File: src/rtl/mmio_gpio_pkg.sv
// rtl/mmio_gpio_pkg.sv - shared constants and decode helper for the MMIO GPIO bank
// Purpose: register offsets within the 256-byte window, plus a helper that
//          maps a word offset onto an output-register index.
// Ports:   none (package).
package mmio_gpio_pkg;

  localparam logic [7:0] OFF_ID         = 8'h00;
  localparam logic [7:0] OFF_SW         = 8'h04;
  localparam logic [7:0] OFF_BTN_LEVEL  = 8'h08;
  localparam logic [7:0] OFF_BTN_STATUS = 8'h0C;
  localparam logic [7:0] OFF_BTN_MASK   = 8'h10;
  localparam logic [7:0] OFF_OUT_BASE   = 8'h20;

  // Word (addr[7:2]) form of OFF_OUT_BASE; the output registers fill the
  // remaining 56 words of the window.
  localparam logic [5:0] OUT_BASE_WORD  = 6'h08;

  typedef struct packed {
    logic       valid;
    logic [5:0] idx;
  } out_sel_t;

  // Decode a word offset into an output-register index. valid is set only
  // when the word lies at or above the OUT base and below num_out.
  function automatic out_sel_t decode_out(input logic [5:0] word, input int num_out);
    out_sel_t s;
    s.valid = 1'b0;
    s.idx   = '0;
    if (word >= OUT_BASE_WORD) begin
      s.idx   = word - OUT_BASE_WORD;
      s.valid = (int'(s.idx) < num_out);
    end
    return s;
  endfunction

endpackage

File: src/rtl/mmio_gpio_bank_if.sv
// rtl/mmio_gpio_bank_if.sv - CPU data-bus MMIO interface for the GPIO bank
// Purpose: groups the bus address/data/strobe and the combinational
//          read_data/hit response.
// Signals: addr (byte address), write_data, wen (store strobe),
//          read_data (read response), hit (address inside window).
// Modports: master drives the request, slave answers it.
interface mmio_gpio_bank_if;
  logic [31:0] addr;
  logic [31:0] write_data;
  logic        wen;
  logic [31:0] read_data;
  logic        hit;

  modport master (output addr, output write_data, output wen,
                  input  read_data, input hit);
  modport slave  (input  addr, input write_data, input wen,
                  output read_data, output hit);
endinterface

File: src/rtl/gpio_debounce.sv
// rtl/gpio_debounce.sv - single-bit 2-flop synchroniser with debounce counter
// Purpose: brings one raw asynchronous button into data_clk and only moves
//          the debounced level after DEBOUNCE_CYCLES stable cycles.
// Ports:   data_clk, rst (async, active-high), raw_i (raw level),
//          level_o (debounced level), rise_o (high in the cycle whose
//          clock edge raises level_o).
module gpio_debounce #(
  parameter int DEBOUNCE_CYCLES = 16
) (
  input  logic data_clk,
  input  logic rst,
  input  logic raw_i,
  output logic level_o,
  output logic rise_o
);

  localparam int                 CNT_W   = $clog2(DEBOUNCE_CYCLES);
  localparam logic [CNT_W-1:0]   CNT_MAX = CNT_W'(DEBOUNCE_CYCLES - 1);

  logic             meta_q;
  logic             sync_q;
  logic             level_q, level_d;
  logic [CNT_W-1:0] cnt_q, cnt_d;

  // Any cycle where the synchronised input agrees with the level restarts the
  // count, so only an uninterrupted disagreement can flip the level.
  always_comb begin
    cnt_d   = '0;
    level_d = level_q;
    rise_o  = 1'b0;
    if (sync_q != level_q) begin
      if (cnt_q == CNT_MAX) begin
        level_d = sync_q;
        rise_o  = sync_q;
      end else begin
        cnt_d = cnt_q + 1'b1;
      end
    end
  end

  always_ff @(posedge data_clk or posedge rst) begin
    if (rst) begin
      meta_q  <= 1'b0;
      sync_q  <= 1'b0;
      level_q <= 1'b0;
      cnt_q   <= '0;
    end else begin
      meta_q  <= raw_i;
      sync_q  <= meta_q;
      level_q <= level_d;
      cnt_q   <= cnt_d;
    end
  end

  assign level_o = level_q;

endmodule

File: src/rtl/mmio_gpio_bank.sv
// rtl/mmio_gpio_bank.sv - memory-mapped GPIO bank: switches, buttons, output regs
// Purpose: 256-byte MMIO window with ID, synchronised switches, debounced
//          buttons (sticky rising-edge status, mask, irq) and NUM_OUT R/W
//          output registers.
// Ports:   data_clk, rst (async, active-high), bus (slave: addr, write_data,
//          wen, read_data, hit), switches, buttons, out_regs (flattened),
//          out_nonzero (per-register non-zero flag), irq (registered).
module mmio_gpio_bank
  import mmio_gpio_pkg::*;
#(
  parameter logic [15:0] BASE_ADDR       = 16'h0000,
  parameter int          SW_WIDTH        = 24,
  parameter int          BTN_WIDTH       = 5,
  parameter int          NUM_OUT         = 4,
  parameter int          OUT_WIDTH       = 32,
  parameter int          DEBOUNCE_CYCLES = 16,
  parameter logic [31:0] ID_VALUE        = 32'h1234_ABCD
) (
  input  logic                         data_clk,
  input  logic                         rst,
  mmio_gpio_bank_if.slave              bus,
  input  logic [SW_WIDTH-1:0]          switches,
  input  logic [BTN_WIDTH-1:0]         buttons,
  output logic [NUM_OUT*OUT_WIDTH-1:0] out_regs,
  output logic [NUM_OUT-1:0]           out_nonzero,
  output logic                         irq
);

  logic [SW_WIDTH-1:0]  sw_meta_q, sw_q;
  logic [BTN_WIDTH-1:0] btn_level, btn_rise;
  logic [BTN_WIDTH-1:0] status_q, status_d;
  logic [BTN_WIDTH-1:0] mask_q, mask_d;
  logic [BTN_WIDTH-1:0] w1c;
  logic                 irq_q, irq_d;
  logic [OUT_WIDTH-1:0] out_q [NUM_OUT];
  logic [OUT_WIDTH-1:0] out_d [NUM_OUT];

  logic [5:0]  word;
  logic [7:0]  off;
  logic        wr_en;
  out_sel_t    osel;
  logic [31:0] rdata;

  // Address bits outside the decoded range are deliberately ignored.
  logic unused_bits;
  assign unused_bits = ^{bus.addr[31:16], bus.addr[1:0], bus.write_data};

  assign word     = bus.addr[7:2];
  assign off      = {word, 2'b00};
  assign bus.hit  = (bus.addr[15:8] == BASE_ADDR[15:8]);
  assign wr_en    = bus.wen && bus.hit;
  assign osel     = decode_out(word, NUM_OUT);

  for (genvar b = 0; b < BTN_WIDTH; b++) begin : g_btn
    gpio_debounce #(.DEBOUNCE_CYCLES(DEBOUNCE_CYCLES)) u_db (
      .data_clk (data_clk),
      .rst      (rst),
      .raw_i    (buttons[b]),
      .level_o  (btn_level[b]),
      .rise_o   (btn_rise[b])
    );
  end

  // Read mux: purely combinational, so a same-cycle write still shows the
  // pre-edge value.
  always_comb begin
    rdata = '0;
    if (bus.hit) begin
      case (off)
        OFF_ID:         rdata = ID_VALUE;
        OFF_SW:         rdata[SW_WIDTH-1:0]  = sw_q;
        OFF_BTN_LEVEL:  rdata[BTN_WIDTH-1:0] = btn_level;
        OFF_BTN_STATUS: rdata[BTN_WIDTH-1:0] = status_q;
        OFF_BTN_MASK:   rdata[BTN_WIDTH-1:0] = mask_q;
        default: begin
          for (int i = 0; i < NUM_OUT; i++) begin
            if (osel.valid && osel.idx == 6'(i)) rdata[OUT_WIDTH-1:0] = out_q[i];
          end
        end
      endcase
    end
  end

  assign bus.read_data = rdata;

  always_comb begin
    mask_d = mask_q;
    if (wr_en && off == OFF_BTN_MASK) mask_d = bus.write_data[BTN_WIDTH-1:0];

    w1c = '0;
    if (wr_en && off == OFF_BTN_STATUS) w1c = bus.write_data[BTN_WIDTH-1:0];
    // OR-ing the rise pulse in after the clear lets a same-cycle set win.
    status_d = (status_q & ~w1c) | btn_rise;

    irq_d = |(status_q & mask_q);

    for (int i = 0; i < NUM_OUT; i++) begin
      out_d[i] = out_q[i];
      if (wr_en && osel.valid && osel.idx == 6'(i)) out_d[i] = bus.write_data[OUT_WIDTH-1:0];
    end
  end

  always_ff @(posedge data_clk or posedge rst) begin
    if (rst) begin
      sw_meta_q <= '0;
      sw_q      <= '0;
      status_q  <= '0;
      mask_q    <= '0;
      irq_q     <= 1'b0;
      for (int i = 0; i < NUM_OUT; i++) out_q[i] <= '0;
    end else begin
      sw_meta_q <= switches;
      sw_q      <= sw_meta_q;
      status_q  <= status_d;
      mask_q    <= mask_d;
      irq_q     <= irq_d;
      for (int i = 0; i < NUM_OUT; i++) out_q[i] <= out_d[i];
    end
  end

  assign irq = irq_q;

  for (genvar g = 0; g < NUM_OUT; g++) begin : g_out
    assign out_regs[g*OUT_WIDTH +: OUT_WIDTH] = out_q[g];
    assign out_nonzero[g]                     = |out_q[g];
  end

endmodule
File: src/flat_wrapper.sv
// flat-port wrapper written by rule: the top's interface ports become plain ports
module mmio_gpio_bank_flat import mmio_gpio_pkg::*;
#(
  parameter logic [15:0] BASE_ADDR       = 16'h0000,
  parameter int          SW_WIDTH        = 24,
  parameter int          BTN_WIDTH       = 5,
  parameter int          NUM_OUT         = 4,
  parameter int          OUT_WIDTH       = 32,
  parameter int          DEBOUNCE_CYCLES = 16,
  parameter logic [31:0] ID_VALUE        = 32'h1234_ABCD
)
  (data_clk, rst, switches, buttons, out_regs, out_nonzero, irq, bus_addr, bus_write_data, bus_wen, bus_read_data, bus_hit);
  mmio_gpio_bank_if bus_i ();
  input  logic data_clk;
  input  logic rst;
  input  logic [SW_WIDTH-1:0] switches;
  input  logic [BTN_WIDTH-1:0] buttons;
  output logic [NUM_OUT*OUT_WIDTH-1:0] out_regs;
  output logic [NUM_OUT-1:0] out_nonzero;
  output logic irq;
  input wire logic [$bits(bus_i.addr)-1:0] bus_addr;
  input wire logic [$bits(bus_i.write_data)-1:0] bus_write_data;
  input wire logic [$bits(bus_i.wen)-1:0] bus_wen;
  output wire logic [$bits(bus_i.read_data)-1:0] bus_read_data;
  output wire logic [$bits(bus_i.hit)-1:0] bus_hit;
  assign bus_i.addr = bus_addr;
  assign bus_i.write_data = bus_write_data;
  assign bus_i.wen = bus_wen;
  assign bus_read_data = bus_i.read_data;
  assign bus_hit = bus_i.hit;
  mmio_gpio_bank #(.BASE_ADDR(BASE_ADDR), .SW_WIDTH(SW_WIDTH), .BTN_WIDTH(BTN_WIDTH), .NUM_OUT(NUM_OUT), .OUT_WIDTH(OUT_WIDTH), .DEBOUNCE_CYCLES(DEBOUNCE_CYCLES), .ID_VALUE(ID_VALUE)) u_core (.data_clk(data_clk), .rst(rst), .bus(bus_i), .switches(switches), .buttons(buttons), .out_regs(out_regs), .out_nonzero(out_nonzero), .irq(irq));
endmodule
File: config.mk
export PLATFORM = sky130hd
export DESIGN_NAME = mmio_gpio_bank_flat
export DESIGN_NICKNAME = d
export VERILOG_FILES = /design/src/rtl/mmio_gpio_pkg.sv /design/src/rtl/mmio_gpio_bank_if.sv /design/src/rtl/gpio_debounce.sv /design/src/rtl/mmio_gpio_bank.sv /design/src/flat_wrapper.sv
export SDC_FILE = /design/constraint.sdc
export NUM_CORES = 1
export LEC_CHECK = 0
export BUFFER_PORTS_ARGS = -buffer_cell sky130_fd_sc_hd__buf_4
export CAP_MARGIN = 20
export CORE_UTILIZATION = 30
export CTS_BUF_LIST = sky130_fd_sc_hd__clkbuf_8
export CTS_CLUSTER_DIAMETER = 50
export DETAILED_ROUTE_END_ITERATION = 16
export PLACE_DENSITY_LB_ADDON = 0.1
export SLEW_MARGIN = 20
export SYNTH_ARGS = -nofsm -noshare
export SYNTH_HDL_FRONTEND = slang
export SYNTH_HIERARCHICAL = 1
export SYNTH_SLANG_ARGS = --single-unit
File: constraint.sdc
create_clock -name data_clk -period 7.24 [get_ports data_clk]
set_input_delay 1.086 -clock data_clk [delete_from_list [all_inputs] [get_ports data_clk]]
set_output_delay 1.086 -clock data_clk [all_outputs]
set_load 0.05 [all_outputs]
### After elaboration in Yosys (flattened, before gate mapping)

Cells that the tools add are included.

* $add $sub $neg: 6
* magnitude comparators: 2
* equality and inequality tests: 17
* mux-type cells: 30
* bitwise gates (word level): 4
* reductions and logical operators: 27

Operator list (count)
* $mux W32: 5
* $reduce_or A32 Y1: 4
* $pmux W19 S3: 1
* $mux W4: 10
* $pmux W5 S5: 1
* $eq A6 B2 Y1 const B: 4
* $add A4 B1 Y4 const B: 5
* $eq A4 B4 Y1 const B: 5
* $logic_not A8 Y1: 2
* $pmux W8 S2: 1
* $eq A6 B1 Y1 const B: 2
* $logic_and A1 B1 Y1: 12
* $and A5 B5 Y5: 2
* $mux W1: 10
* $reduce_and A2 Y1: 5
* $mux W7: 1
* $eq A6 B3 Y1 const B: 1
* $ge A6 B4 Y1 const B: 1
* $logic_not A6 Y1: 1
* $lt A6 B3 Y1 const B: 1
* $sub A6 B4 Y6 const B: 1
* $mux W5: 1
* $ne A1 B1 Y1: 5
* $not A5 Y5: 1
* 4 further kinds: 4

* flip-flop bits (word level): 222
* output and inout port bits: 166
* word-level logic and storage cells: 115

### Longest topological paths before layout

Gate-level depths: netlist of the first run.

* depth in word-level cells: 11
* gate-level depth with buffers: 8
* gate-level depth less buffers: 6

### Cells and area by module

Netlist of the first run, hierarchy kept.

Modules (own cells, without submodules)
* mmio_gpio_bank: instances 1, cells an instance 632, area each 8453.1 um^2, seq. area each 4679.5 um^2
* gpio_debounce: instances 5, cells an instance 20, area each 281.5 um^2, seq. area each 175.2 um^2

### Least setup slack after synthesis of the first run

No wires, ideal clock.

* kind: input-to-output
* from: input bus_addr[9]
* to: output bus_read_data[1]
* arrival time: 3648 ps
* required time: 6154 ps
* path slack: 2506 ps
* stages on the path: 5
* buffers on the path: 0
* path through: nor4_1 -> nand2_1 -> inv_1 -> o21ai_1 -> a311oi_1

* longest elaborated chain between the ends: 2

RTL lines
* start: declaration: RTL line flat_wrapper.sv:21 `input wire logic [$bits(bus_i.addr)-1:0] bus_addr;`
* $logic_not A8 Y1: RTL line mmio_gpio_bank.sv:50 `assign bus.hit = (bus.addr[15:8] == BASE_ADDR[15:8]);`
* net bus_hit: RTL line flat_wrapper.sv:25 `output wire logic [$bits(bus_i.hit)-1:0] bus_hit;`
* $mux W32: RTL line mmio_gpio_bank.sv:68 `if (bus.hit) begin`
* end: declaration: RTL line flat_wrapper.sv:24 `output wire logic [$bits(bus_i.read_data)-1:0] bus_read_data;`

The timed path passes the listed nets, and every way through them passes these cells.

### Worst setup path after layout of the first run

* from: input bus_addr[3]
* to: output bus_read_data[1]

* longest elaborated chain between the ends: 10
* elaborated cells between the ends (all ways): 23

RTL lines
* $sub A6 B4 Y6 / $ge A6 B4 Y1 (equally long branches): RTL line mmio_gpio_pkg.sv:30, mmio_gpio_pkg.sv:29
* $lt A6 B3 Y1 / $mux W7 (equally long branches): RTL line mmio_gpio_pkg.sv:31, mmio_gpio_pkg.sv:29
* $mux W7 / $logic_not A6 Y1 (equally long branches): RTL line mmio_gpio_pkg.sv:29, mmio_gpio_bank.sv:77
* $logic_and A1 B1 Y1: RTL line mmio_gpio_bank.sv:77 `if (osel.valid && osel.idx == 6'(i)) rdata[OUT_WIDTH-1:0] = out_q[i];`
* $mux W32 (4 in series): RTL line mmio_gpio_bank.sv:77
* $pmux W5 S5 (*): RTL line mmio_gpio_bank.sv:69 `case (off)`
* $mux W32 (*): RTL line mmio_gpio_bank.sv:68

Mark *: on every way between the ends. The rest lies on a longest branch, timed or not.

==> impl_metrics.json, run 1 <==
{
  "rsz0062_at_grt": "false",
  "final_common_cell": "buf_4",
  "drt_iter0_markers": 469,
  "dieArea_mm2": 0.0336,
  "end_kind": "output pin",
  "critPathSlowestCell": "and2_1",
  "synth_warnings": 6,
  "post-synth-top-area-fraction_pct": 56.3,
  "dr.pass1.iters": 5,
  "synth-edff-count": 0,
  "max_slew.worst_pin.slew_ps": 1010,
  "most-common-layout-cells": "256 x buf_4, 222 x dfrtp_1, 142 x mux2_2",
  "fin_worst_skew_ps": 18.1,
  "period_needed_ps": 4820,
  "area_growth_syn_to_layout_pct": 32.6,
  "die_w_um": 183,
  "slew_viol_final": 0,
  "startpoint_type": "input port",
  "setup-tns-final_ps": 0,
  "cts_buffers": 43,
  "synth_top_cell_by_area": "dfrtp_1",
  "rows": 66,
  "ctsHtreeMaxLevel": 2,
  "grt-ovfl-total": 0,
  "drtAntennaViolNets": 0,
  "hpwl_mm": 24.8,
  "cpMostUsedCell": "buf_4",
  "syn_area_per_cell_um2": 13.5,
  "drive_above_1_share_pct": 48.2,
  "hold_violations": 0,
  "cts_sinks": 222,
  "maxCapViolCount": 0,
  "period_share_pct": 66.6,
  "instances_no_fill": 1470,
  "vdd_ir_drop_max_v": 0.000119,
  "wl_per_cell_um": 24.0,
  "vias": 7575,
  "crit_required_ps": 6150,
  "pin_count": 262,
  "final-setup-viol-count": 0,
  "grt_pass1_vias": 7728,
  "cts-root-buf": "clkbuf_8",
  "cts_buffer_depth": 3,
  "cts_tree": "built",
  "crit_path_max_fanout": 50,
  "hold_depth": 0,
  "cp.arrival_ps": 3740,
  "finalWirelength_mm": 35.3,
  "ys_seq_elements": 222,
  "grt_pass1_wl_mm": 52.3,
  "post-cts-setup-buffers": 0,
  "fmax_mhz": 207,
  "power.leakage_nw": 6.47,
  "drt-vias-per-instance": 5.15,
  "power_density_mw_per_mm2": 212,
  "synthFlopType": "dfrtp_1",
  "yosys.cell_types.count": 59,
  "holdCritStartpoint": "u_core/sw_meta_q[22]",
  "critical-path-max-stage-delay_ps": 690,
  "grt_usage_pct": 21.1,
  "cts.repair.resized": 0,
  "syn_nets": 834,
  "cts.clk_slew.worst_paths_ps": 60,
  "r2r_setup_slack_ps": 6030,
  "core_mm2": 0.0325,
  "gp_congestion": 0.809,
  "clkLatencyLatePin_ps": 540,
  "synthTopCellsByArea": "dfrtp_1 56%, mux2_2 16%, nor4_1 2.2%",
  "crit_type": "input port to output pin",
  "layout.nets": 1097,
  "die_y_um": 183,
  "totalPowerFinal_mw": 2.77,
  "r2r_cells": 3,
  "maxSlewHeadroom_pct": 32.2,
  "synth_area_mm2": 0.00986,
  "async_reset_ff_share_pct": 100,
  "seq_area_frac_synth_pct": 56.3,
  "holdBufCountCts": 0,
  "hp-class": "flop to flop",
  "synth_cells": 732,
  "initial_utilization_pct": 30.4,
  "status": "finished, final reports clean",
  "place.port_buffers": 243,
  "reg2reg_to": "u_core/g_btn[1].u_db/cnt_q[3]",
  "holdPathEnd": "u_core/sw_q[22]",
  "antenna_found_initial": 0,
  "antenna_cells": 0,
  "fin_hold_ws_ps": 334,
  "path_cells": "buf_4 -> o21ai_0 -> and2_1 -> o21ai_1 -> a311oi_1 -> buf_4",
  "dp.cells": 1392,
  "grt_max_degree": 123,
  "drc_errors": 0,
  "r2r-start": "u_core/g_btn[1].u_db/cnt_q[0]"
}
[routing by layer]
metal / global-route usage, % / wire (um) / part of all wire (%) / vias up
li1: - / - / - / 3337
met3: 4.07 / 2230 / 6.3 / 57
met5: 0 / 0 / 0 / -
met2: 33.5 / 16400 / 46 / 283
met1: 29.2 / 15800 / 45 / 3898
met4: 6.40 / 876 / 2.5 / 0
[kinds of logic after synthesis]
family	after synthesis	synth area share, %
adders and majority gates	6	0.761
AOI/OAI and AO/OA	128	9.80
buffers and inverters	52	2.88
and+or+nand+nor	140	9.07
xor gates and xnor gates	11	0.977
muxes	173	20.2
DFF	222	56.3
[registers in the layout (all words and copies together) (netlist names)]
register	flops
u_core/mask_q	5
u_core/g_btn.u_db/level_o	5
u_core/sw_q	24
u_core/sw_meta_q	24
u_core/g_btn.u_db/sync_q	5
u_core/irq	1
u_core/out_regs	128
u_core/g_btn.u_db/cnt_q	20
u_core/g_btn.u_db/meta_q	5
u_core/status_q	5
[worst max path at each step]
stage | startpoint | end | slack (ps) | cells after the start
floorplan | rst | u_core/irq | 1070 | 1
global placement | bus_addr[3] | bus_read_data[1] | 2350 | 6
detailed placement | bus_addr[3] | bus_read_data[1] | 2360 | 6
CTS | bus_addr[3] | bus_read_data[1] | 2370 | 6
global route | bus_addr[2] | bus_read_data[10] | 2280 | 8
finish | bus_addr[3] | bus_read_data[1] | 2420 | 6
[critical path: cells and delay by family]
family / cells / cell delay (ps)
buffers and inverters: 2 / 570
AOI/OAI and AO/OA: 3 / 1360
and+or+nand+nor: 1 / 690
[per-stage QoR]
stage                     instance area [um^2]  utilization [%]  setup WS, ps
after floorplan                           9860                -          1070
after global placement                   12100             37.4          2350
after detailed placement                 12100             37.4          2360
after CTS                                13100             40.3          2370
after global routing                     13100             40.3          2280
final                                    13100             40.3          2420
[synthesized netlist by cell type, types with 4 or more instances]
| library cell | n |
|---|---|
| a222oi_1 | 4 |
| o2111ai_1 | 4 |
| or2_2 | 4 |
| o2bb2ai_1 | 5 |
| nor2b_1 | 11 |
| nor4_1 | 35 |
| a22oi_1 | 11 |
| inv_1 | 14 |
| ha_1 | 6 |
| mux2_2 | 142 |
| a221oi_1 | 14 |
| dfrtp_1 | 222 |
| o21ai_0 | 7 |
| nand3_2 | 6 |
| buf_6 | 9 |
| nand2b_1 | 8 |
| buf_2 | 8 |
| or3_1 | 4 |
| mux2i_1 | 18 |
| nand4_1 | 12 |
| a311oi_1 | 10 |
| nor3b_1 | 10 |
| nor3_1 | 10 |
| a21o_1 | 10 |
| mux4_2 | 4 |
| nor2_1 | 9 |
| clkbuf_1 | 15 |
| xnor2_1 | 10 |
| a21oi_1 | 17 |
| mux2_1 | 4 |
| a31oi_1 | 5 |
| mux2_4 | 5 |
| o221ai_1 | 5 |
| nand2_1 | 15 |
| a211oi_1 | 15 |
[where the power goes]
| group | internal, mW | switching [mW] | leakage (nW) |
|---|---|---|---|
| Combinational | 0.0605 | 0.107 | 2.99 |
| Sequential | 1.27 | 0.0156 | 2.95 |
| Clock | 0.773 | 0.549 | 0.531 |
| Total | 2.10 | 0.671 | 6.47 |
[final cells by class]
class,instances,area (um^2)
clock inverter,21,139
multi-input combinational,458,4060
timing repair buffer,256,1920
fill,3202,19400
clock buffer,57,785
inverter,14,60.1
sequential,222,5560
tap,442,553
Power figures use the tool's default switching activity.
==> inputs of run 2 (changes only) <==
==> constraint.sdc (replaced) <==
create_clock -name data_clk -period 4.7 [get_ports data_clk]
set_input_delay 0.705 -clock data_clk [delete_from_list [all_inputs] [get_ports data_clk]]
set_output_delay 0.705 -clock data_clk [all_outputs]
set_load 0.05 [all_outputs]
==> run 2 against run 1 <==
Compared with the run above: via count shrank 1.5%; wire length shrank 1.0%; utilization grew 0.13 points; sequential power grew 54%; cell area grew 0.33%; total power grew 51%; die area is the same; combinational power grew 56%; critical endpoint is now bus_read_data[10].
==> impl_metrics.json, run 2 (synthesis results as in run 1) <==
{
  "status": "finished, final reports clean",
  "maxSlewHeadroom_pct": 43.6,
  "layout.nets": 1106,
  "dr.pass1.iters": 4,
  "post-cts-setup-buffers": 0,
  "die_y_um": 183,
  "critPathTopFamily": "buffers and inverters",
  "finalWirelength_mm": 35.0,
  "cts-root-buf": "clkbuf_8",
  "die_w_um": 183,
  "clkLatencyLatePin_ps": 540,
  "power.leakage_nw": 6.49,
  "startpoint_type": "input port",
  "end_kind": "output pin",
  "wl_per_cell_um": 23.7,
  "rows": 66,
  "dieArea_mm2": 0.0336,
  "critPathSlowestCell": "nor3_2",
  "slew_viol_final": 0,
  "vdd_ir_drop_max_v": 0.000186,
  "largest_register_ffs": 128,
  "fin_worst_skew_ps": 16.9,
  "hpwl_mm": 24.9,
  "drt-vias-per-instance": 5.05,
  "antenna_cells": 0,
  "drtAntennaViolNets": 0,
  "rsz0062_at_grt": "false",
  "cts.repair.resized": 0,
  "crit_required_ps": 3990,
  "place.port_buffers": 243,
  "cts_buffer_depth": 3,
  "ctsHtreeMaxLevel": 2,
  "drc_errors": 0,
  "cts_tree": "built",
  "grt_pass1_vias": 7647,
  "cts_sinks": 222,
  "path_cells": "buf_4 -> inv_1 -> ha_1 -> xor2_1 -> nor3_2 -> buf_4 -> nand4_1 -> a311oi_1 -> buf_4",
  "power_density_mw_per_mm2": 320,
  "instances_no_fill": 1478,
  "critical-path-max-stage-delay_ps": 520,
  "setup-tns-final_ps": 0,
  "grt_usage_pct": 21.0,
  "grt_max_degree": 131,
  "max_slew.worst_pin.slew_ps": 838,
  "hold_violations": 0,
  "drive_above_1_share_pct": 48.6,
  "final_util_pct": 40.4,
  "cts.clk_slew.worst_paths_ps": 50,
  "final_common_cell": "buf_4",
  "fmax_mhz": 267,
  "final-setup-viol-count": 0,
  "crit_type": "input port to output pin",
  "grt_pass1_wl_mm": 52.0,
  "initial_utilization_pct": 30.4,
  "area_growth_syn_to_layout_pct": 33.0,
  "core_mm2": 0.0325,
  "gp_congestion": 0.770,
  "cts_buffers": 43,
  "pin_count": 262,
  "crit_path_max_fanout": 12,
  "cp.arrival_ps": 3030,
  "antenna_found_initial": 0,
  "period_needed_ps": 3740,
  "path_buf_inv": 4,
  "cpMostUsedCell": "buf_4",
  "period_share_pct": 79.6,
  "most-common-layout-cells": "262 x buf_4, 222 x dfrtp_1, 142 x mux2_2",
  "holdBufCountCts": 0,
  "hp-class": "input port to async pin",
  "drt_iter0_markers": 384,
  "maxCapViolCount": 0,
  "dp.cells": 1400,
  "vias": 7465,
  "grt-ovfl-total": 0
}
[run 2: per-layer routing]
metal	vias up	GRT usage, %	part of all wire (%)
met2	259	33.3	47
met1	3772	29.3	45
li1	3377	-	-
met4	0	5.87	2.3
met3	57	3.79	6.0
met5	-	0	0
[run 2: metrics by stage]
stage | hold slack [ps] | instance area (um^2) | power, mW | setup WS [ps]
2_1_floorplan | 331 | 9860 | 2.13 | 728
3_3_place_gp | 333 | 12200 | 2.27 | 949
3_5_place_dp | 336 | 12200 | 2.27 | 906
4_1_cts | 137 | 13100 | 4.28 | 904
5_1_grt | 158 | 13100 | 4.39 | 820
6_report | 160 | 13100 | 4.20 | 961
[run 2: where the power goes]
part / leakage, nW / total (mW) / internal (mW) / switching [mW]
Combinational: 3.03 / 0.260 / 0.0965 / 0.164
Clock: 0.507 / 1.96 / 1.12 / 0.840
Sequential: 2.95 / 1.97 / 1.95 / 0.0237
Total: 6.49 / 4.20 / 3.17 / 1.03
[run 2: layout make-up]
type / count / area [um^2]
flip-flops and latches: 222 / 5560
clock inverters: 21 / 126
repair buffers: 265 / 2010
multi-input cells: 458 / 4040
well taps: 442 / 553
inverters: 14 / 56.3
clock buffers: 56 / 771
fillers: 3183 / 19300
[run 2: path summary, 6_finish.rpt]
kind / from / end / slack, ps / cells after the start
worst max-delay path: bus_addr[5] / bus_read_data[10] / 960 / 9
worst min-delay path: rst / u_core/g_btn[1].u_db/level_o / 160 / 2
worst max register to register: u_core/g_btn[3].u_db/cnt_q[0] / u_core/status_q[3] / 3450 / 4
worst min register to register: u_core/sw_meta_q[13] / u_core/sw_q[13] / 340 / 0
max in group asynchronous: rst / u_core/sw_q[5] / 3160 / 3
min in group data_clk: switches[18] / u_core/sw_meta_q[18] / 270 / 1
==> inputs of run 3 (changes only) <==
==> constraint.sdc (replaced) <==
create_clock -name data_clk -period 3.8 [get_ports data_clk]
set_input_delay 0.57 -clock data_clk [delete_from_list [all_inputs] [get_ports data_clk]]
set_output_delay 0.57 -clock data_clk [all_outputs]
set_load 0.05 [all_outputs]
==> run 3 against run 2 <==
Compared with the run above: non-clock buffer count is 8 higher; utilization is 0.062 points lower; sequential cell count stayed put; die area stayed put; critical path depth is 1 lower; sequential power is 24% higher; highest routed layer unchanged; clock power is 16% higher; global-route usage is 0.086 points lower; cell count hardly changed; sequential share of layout area is 0.065 points higher; cell area is 0.15% lower.
==> impl_metrics.json, run 3 (synthesis results as in run 1) <==
{
  "cp.arrival_ps": 2930,
  "hold_violations": 0,
  "hp-class": "input port to flop",
  "drt-vias-per-instance": 5.02,
  "core_mm2": 0.0325,
  "layout.nets": 1112,
  "status": "finished, final reports clean",
  "slew_viol_final": 0,
  "final_util_pct": 40.4,
  "period_needed_ps": 3500,
  "crit_type": "input port to output pin",
  "power.leakage_nw": 6.48,
  "cts_buffers": 41,
  "register_area_mm2": 0.00556,
  "crit_start": "bus_addr[5]",
  "holdCritStartpoint": "buttons[4]",
  "grt_pass1_wl_mm": 51.6,
  "die_y_um": 183,
  "finalWirelength_mm": 34.9,
  "ctsHtreeMaxLevel": 2,
  "largest_register_ffs": 128,
  "instances_no_fill": 1479,
  "vias": 7427,
  "grt_usage_pct": 20.9,
  "critPathSlowestCell": "nor3_2",
  "fmax_mhz": 286,
  "grt_max_degree": 86,
  "die_w_um": 183,
  "r2r-start": "u_core/g_btn[0].u_db/cnt_q[0]",
  "hpwl_mm": 25.4,
  "period_share_pct": 92.1,
  "design_area_mm2": 0.0131,
  "cpMostUsedCell": "buf_4",
  "vdd_ir_drop_max_v": 0.000190,
  "grt-ovfl-total": 0,
  "max_slew.worst_pin.slew_ps": 952,
  "drt_iter0_markers": 472,
  "place.port_buffers": 243,
  "dp.cells": 1408,
  "rsz0062_at_grt": "false",
  "maxSlewHeadroom_pct": 36.0,
  "dpl_cell_area_mm2": 0.0123,
  "pin_count": 262,
  "cts_buffer_depth": 3,
  "crit_path_max_fanout": 7,
  "fillerInstances": 3213,
  "clkLatencyLatePin_ps": 540,
  "wl_per_cell_um": 23.6,
  "cts-root-buf": "clkbuf_8",
  "drtAntennaViolNets": 0,
  "cts_sinks": 222,
  "fin_worst_skew_ps": 8.46,
  "cts.repair.resized": 0,
  "initial_utilization_pct": 30.4,
  "maxCapViolCount": 0,
  "setup-tns-final_ps": 0,
  "drc_errors": 0,
  "final_common_cell": "buf_4",
  "startpoint_type": "input port",
  "area_growth_syn_to_layout_pct": 32.8,
  "multiInputGateArea_mm2": 0.00404,
  "grt_pass1_vias": 7652,
  "power_density_mw_per_mm2": 385,
  "dieArea_mm2": 0.0336,
  "post-cts-setup-buffers": 0,
  "end_kind": "output pin",
  "crit_required_ps": 3230,
  "most-common-layout-cells": "270 x buf_4, 222 x dfrtp_1, 142 x mux2_2",
  "cts_tree": "built",
  "cts.clk_slew.worst_paths_ps": 60,
  "antenna_found_initial": 1,
  "final-setup-viol-count": 0,
  "critical-path-max-stage-delay_ps": 580,
  "rows": 66,
  "path_cells": "buf_4 -> inv_1 -> ha_1 -> xor2_1 -> nor3_2 -> o21ai_1 -> nor3_1 -> buf_4",
  "drive_above_1_share_pct": 48.5,
  "gp_congestion": 0.780,
  "dr.pass1.iters": 5
}
## run 3: power by group
part	switching (mW)	leakage, nW	internal (mW)
Clock	0.987	0.455	1.28
Combinational	0.202	3.07	0.123
Sequential	0.0296	2.95	2.41
## run 3: layout make-up
class | count | share of cell area (%)
antenna | 3 | 0.0573
clock buffer | 52 | 5.46
clock inverter | 15 | 0.678
inverter | 14 | 0.430
multi-input combinational | 458 | 30.9
sequential | 222 | 42.4
tap | 442 | 4.22
timing repair buffer | 273 | 15.9
## run 3: repair_timing
action / in CTS / in global routing
hold buffers: 1 / 0
hold endpoints to repair: 14 / 0
setup endpoints to repair: 0 / 0
## run 3: final timing paths
kind,to,slack (ps),cells after the start
worst max-delay path,bus_read_data[9],300,8
worst min-delay path,u_core/g_btn[4].u_db/meta_q,130,1
worst max register to register,u_core/g_btn[0].u_db/cnt_q[3],2590,3
worst min register to register,u_core/sw_q[15],340,0
max in group asynchronous,u_core/out_regs[71],2130,4
min in group asynchronous,u_core/g_btn[1].u_db/cnt_q[2],570,3
## run 3: per-layer routing
layer	vias up	wire [um]	GRT usage, %	share of wire (%)
met2	246	16200	33.6	46
met5	-	0	0	0
met1	3764	15900	28.5	46
li1	3366	-	-	-
met4	0	793	6.30	2.3
met3	51	1970	3.99	5.6
## run 3: metrics by stage
stage	power (mW)	hold slack (ps)	setup slack, ps
after floorplan	2.64	331	97.6
after global placement	2.81	333	322
after detailed placement	2.81	335	296
after CTS	5.12	94.6	286
after global routing	5.25	96.5	172
final	5.04	132	300
## run 3: worst max-delay path: cells and delay by family
kind / cells / cell delay, ps
xor+xnor: 1 / 190
compound gates: 1 / 460
simple gates: 2 / 1060
fa+ha+maj: 1 / 190
buf+inv: 3 / 450
